[config.mk]
export PLATFORM = sky130hd
export DESIGN_NAME = instr_fetch
export DESIGN_NICKNAME = d
export VERILOG_FILES = /design/src/rtl/instr_fetch.sv
export SDC_FILE = /design/constraint.sdc
export NUM_CORES = 1
export LEC_CHECK = 0
export CORE_MARGIN = 10
export CORE_UTILIZATION = 40
export CTS_CLUSTER_DIAMETER = 30
export DETAILED_ROUTE_END_ITERATION = 6
export HOLD_SLACK_MARGIN = 0.05
export PLACE_DENSITY = 0.85
export REMOVE_ABC_BUFFERS = 1
export SLEW_MARGIN = 15
export SYNTH_ARGS = -nofsm -noshare
export SYNTH_HDL_FRONTEND = slang
export SYNTH_SLANG_ARGS = --single-unit
export TNS_END_PERCENT = 100
[constraint.sdc]
create_clock -name clock -period 2.59 [get_ports clock]
set_input_delay 0.777 -clock clock [delete_from_list [all_inputs] [get_ports clock]]
set_output_delay 0.777 -clock clock [all_outputs]
set_load 0.02 [all_outputs]
[src/rtl/instr_fetch.sv]
// LEGLite instruction fetch: PC register, imem request/ack handshake, decode hand-off.
// Optional `INSTR_FETCH_ALIGN_CHECK_EN: an odd pc_next traps to ERR instead of being forced even.
module instr_fetch #(
  parameter int TIMEOUT = 15
) (
  input  logic        clock,
  input  logic        reset,
  input  logic [15:0] pc_next,
  output logic [15:0] pc,
  output logic        imem_req,
  output logic [15:0] imem_addr,
  input  logic        imem_ack,
  input  logic [15:0] imem_rdata,
  output logic [15:0] instr,
  output logic        instr_valid,
  input  logic        instr_accept,
  output logic        fetch_err
);

  typedef enum logic [1:0] {REQ, HOLD, ERR} state_t;

  localparam logic [7:0] TO_LAST = 8'(TIMEOUT - 1);

  state_t     state;
  logic [7:0] wait_cnt;

  assign imem_addr = pc;

  always_ff @(posedge clock) begin
    if (reset) begin
      state       <= REQ;
      pc          <= '0;
      instr       <= '0;
      instr_valid <= 1'b0;
      imem_req    <= 1'b0;
      fetch_err   <= 1'b0;
      wait_cnt    <= '0;
    end else begin
      case (state)
        REQ: begin
          // req is still low only in the first cycle after reset; raise it then
          if (!imem_req) begin
            imem_req <= 1'b1;
          end else if (imem_ack) begin
            instr       <= imem_rdata;
            instr_valid <= 1'b1;
            imem_req    <= 1'b0;
            wait_cnt    <= '0;
            state       <= HOLD;
          end else if (wait_cnt == TO_LAST) begin
            fetch_err <= 1'b1;
            imem_req  <= 1'b0;
            state     <= ERR;
          end else begin
            wait_cnt <= wait_cnt + 8'd1;
          end
        end
        HOLD: begin
          if (instr_accept) begin
            instr_valid <= 1'b0;
            wait_cnt    <= '0;
`ifdef INSTR_FETCH_ALIGN_CHECK_EN
            pc <= pc_next;
            if (pc_next[0]) begin
              fetch_err <= 1'b1;
              state     <= ERR;
            end else begin
              imem_req <= 1'b1;
              state    <= REQ;
            end
`else
            pc       <= {pc_next[15:1], 1'b0};
            imem_req <= 1'b1;
            state    <= REQ;
`endif
          end
        end
        ERR: begin
          imem_req    <= 1'b0;
          instr_valid <= 1'b0;
        end
        default: state <= ERR;
      endcase
    end
  end

endmodule

Word level (Yosys, flattened, before mapping) --
Index checks and enable logic that the tools add are counted.
Word-level totals: register bits after elaboration 44, input port bits 36, logic and storage cells 47
Cells by class: mux-type cells 19, reduce and logical (&&, ||, !) cells 10, equality and inequality tests 8, $add $sub $neg 1, bitwise logic cells 2
Operators with widths (count):
- $mux W8 | 4
- $pmux W8 S2 | 1
- $reduce_and A4 Y1 | 4
- $add A8 B1 Y8 const B | 1
- $eq A8 B4 Y1 const B | 1
- $mux W2 | 4
- $mux W1 | 7
- $ne A2 B2 Y1 const B | 3
- $ne A3 B3 Y1 const B | 2
- $pmux W1 S3 | 2
- $pmux W2 S3 | 1
- $reduce_and A2 Y1 | 2
- $reduce_and A3 Y1 | 1
- $reduce_bool A3 Y1 | 1
- $eq A2 B1 Y1 const B | 1
- $eq A2 B2 Y1 const B | 1
- $logic_not A2 Y1 | 1
- $not A1 Y1 | 2
- $reduce_bool A2 Y1 | 1

Longest topological paths before layout --
word-level depth 5, depth in mapped cells 7, depth with buffers taken out 6

Worst setup path before layout --
No wires, ideal clock.
path kind input-to-reg, start in imem_ack, end reg wait_cnt[3], slack 0.645 ns, data arrival time 1.858 ns, path buffers 2, cell stages on the path 6, cell sequence buf_2 or2_2 clkbuf_1 nor3_2 nand2_1 o31ai_1
On the way: cells in the longest elaborated chain, start to end 3
Ends and longest elaborated chain:
- from (decl) | RTL line 12 | input logic imem_ack,
- $mux W8 | RTL line 44 | end else if (imem_ack) begin
- $mux W8 | RTL line 42 | if (!imem_req) begin
- $pmux W8 S2 | RTL line 39 | case (state)
- to (signal assigned) | RTL line 55 | wait_cnt <= wait_cnt + 8'd1;
- to (decl) | RTL line 25 | logic [7:0] wait_cnt;
Several ways; a longest one is shown, not always the timed one. The select of a mux whose other input is x is not followed. A chain may end at the register's enable or synchronous reset.

Worst setup path after layout --
start reg imem_req, end out imem_req
RTL lines:
- from (decl) | RTL line 10 | output logic imem_req,
- from (signal assigned) | RTL line 35 | imem_req <= 1'b0;
- from (signal assigned) | RTL line 43 | imem_req <= 1'b1;
- from (signal assigned) | RTL line 47 | imem_req <= 1'b0;
No word-level cell between the ends.

==> summary.txt <==
Global routing
  – GR Layer Usage met3: 4.61%
  – Met2 usage: 23.1%
  – First-pass GRT wire length: 9540 um
  – Largest net degree at the start of global routing: 26
  – Gr busiest metal: met2
  – Met1 usage: 15.4%
  – Total gr overflow: 0
  – Initial antenna violation count: 0
  – Tot GR Track Use: 13.5%
  – Number of global-route vias before repair: 1917

Clocking
  – Hold buffers post-CTS: 0
  – CTS tree: built
  – Clock-pin slew on the worst setup and hold paths: 80 ps
  – H-tree depth: 2
  – Clk sinks: 44
  – Clock tree buffer depth: 2
  – Post-cts gate resize count: 0
  – Clk root buf: clkbuf_8
  – Postcts setup bufs: 0
  – Worst skew pair latency: 290 ps
  – Clock buffer count from CTS: 5

Power and ir drop
  – Clock share of power: 19.2%
  – Pwr/cell area: 773 nW/um2
  – Leakage power: 1.03 nW
  – Final Total Pwr: 2.26 mW
  – Int Pwr: 1.42 mW
  – Peak supply drop: 0.467 mV
  – Psw: 0.835 mW
  – Logic gate share of total power: 43.2%
  – Sequential share of power: 37.5%
  – Switching Share: 37.0%

Yosys
  – Largest cells by area after synthesis: dfxtp_1 (43%), nand2_1 (13%), a21oi_1 (8.8%)
  – Post-synthesis sequential area ratio: 43.0%
  – Synth Cell Area: 2050 um2
  – YS warnings: 0
  – Syn_area_per_cell: 7.88 um2
  – Post-synthesis sequential element count: 44
  – Top cell type's share of synthesized area: 43.0%
  – Mapped Cells: 260
  – Yosys top cell by area: dfxtp_1
  – Yosys cell types: 41

Cells and area
  – Ant. Diodes: 0
  – Fillers: 446
  – Most common cell after layout, fill and taps aside: clkdlybuf4s50_1
  – Share of cells above drive strength 1: 7.01%
  – Final core area utilization: 60.3%
  – Final net count: 369
  – Area grow syn2layout: 42.6%
  – Most frequent cells in the layout: clkdlybuf4s50_1 (83), nand2_1 (72), dfxtp_1 (44), a21oi_1 (36)
  – Finished Cell Area: 2920 um2

STA
  – F_max: 440 MHz
  – Clock skew: 5.80 ps
  – Worst Tran Pin Value: 543 ps
  – Period utilization: 87.8%
  – Unrepaired setup endpoints after global routing: false
  – # setup viols final: 0
  – Slew margin rel.: 63.8%
  – Final slew viol count: 0
  – Setup Total Neg Slack: 0 ps
  – Final hold vios: 0
  – Final worst slack: 317 ps
  – Min Tclk post-route: 2270 ps

Floorplan
  – Die ar.: 8380 um2
  – Initial Utilization: 42.2%
  – Die height: 91.6 um
  – Core Region: 4850 um2
  – Row cnt: 25
  – Chip width: 91.6 um
  – IO Pins: 87

Critical path
  – CP Class: reg2out
  – WP data required: 1810 ps
  – Worst EP arrival: 1500 ps
  – Crit Path Max Fanout: 8
  – CP max-delay cell: clkdlybuf4s50_1
  – Crit end category: output pin
  – Setup crit start kind: register
  – Top Family by Delay on Critical Path: buffers and inverters
  – CP bufs+invs: 1
  – Slowest stage delay, CP: 680 ps
  – Cell Chain, Critical Path: clkdlybuf4s50_1

Placement
  – GP Congestion: 0.865
  – Placed Area: 2830 um2
  – Post-DP HPWL: 4410 um
  – Number of port buffers: 83
  – Dpl ws: 143 ps

Drt
  – DRT Pass-1 Iters: 4
  – Post-Route WL: 5770 um
  – Antenna-violating nets left: 0
  – # DRC: 0
  – Via count of the routed design: 1975
  – Routed wire per std cell: 14.6 um
  – Vias/cell: 5.00
  – 1st-iter DRT viols: 53

Outcome
  – Status: finished, final reports clean

Min path
  – Hold WC Path Type: reg2reg

Run
  – Maxcap violations: 0
==> layer usage <==
metal / wire length [um] / share of wire [%]
met1: 2350 / 41
met2: 2900 / 50
met3: 447 / 7.7
met4: 76 / 1.3
met5: 0 / 0
==> registers in the layout (all words and copies together) (netlist names) <==
register and count:
instr 16, imem_req 1, fetch_err 1, instr_valid 1, wait_cnt 8, imem_addr 15
state 2
==> area by class of cell <==
class                   count  area [um2]  share of cell area, %
multi-input cells         178         951                   32.5
repair buffers             90         883                   30.2
flip-flops and latches     44         881                   30.1
well taps                  67        83.8                   2.87
clock buffers               6        82.6                   2.83
clock inverters             2        10.0                  0.343
inverters                   8        30.0                   1.03
==> power groups by stage <==
stage	Combinational [mW]	Sequential [mW]	Clock, mW
floorplan	0.423	0.975	0
global placement	0.939	0.857	0
detailed placement	0.965	0.864	0
CTS	0.976	0.848	0.454
global route	1.06	0.863	0.490
finish	0.976	0.848	0.435
==> Yosys cell counts (all sizes together) <==
master    n
a2111oi   1
a211oi    3
a21o      1
a21oi    36
a31oi     1
and2      2
and3      2
and4      1
buf      21
clkbuf   10
conb      1
dfxtp    44
ha        6
inv       8
mux2      1
nand2    72
nand2b    1
nand3     9
nand3b    1
nand4     1
nor2      8
nor2b     5
nor3      6
nor4      3
o211ai    2
o21ai     1
o22ai     1
o311ai    4
o31ai     2
o32ai     1
or2       1
or3       3
or4b      1
==> cell families (layout without fill, tap and decap cells) <==
kind of cell,after synthesis,count (layout),share of synthesized area (%)
other cells,1,2,0.183
simple gates,116,116,26.7
mux,1,1,0.550
fa+ha+maj,6,6,3.67
compound gates,53,53,15.1
buf+inv,39,106,10.8
flops,44,44,43.0
==> worst paths after layout <==
kind	depth (start not counted)	slack (ps)	from	end
max reg2reg	6	570	state[1]	wait_cnt[1]
min reg2reg	2	450	fetch_err	fetch_err
max	1	320	imem_req	imem_req
min	2	450	fetch_err	fetch_err
==> through the flow <==
step,hold WS (ps),instances
CTS,451,395
detailed placement,439,387
floorplan,469,230
global placement,433,387
finish,447,395
global route,478,395
Power figures use the tool's default switching activity.
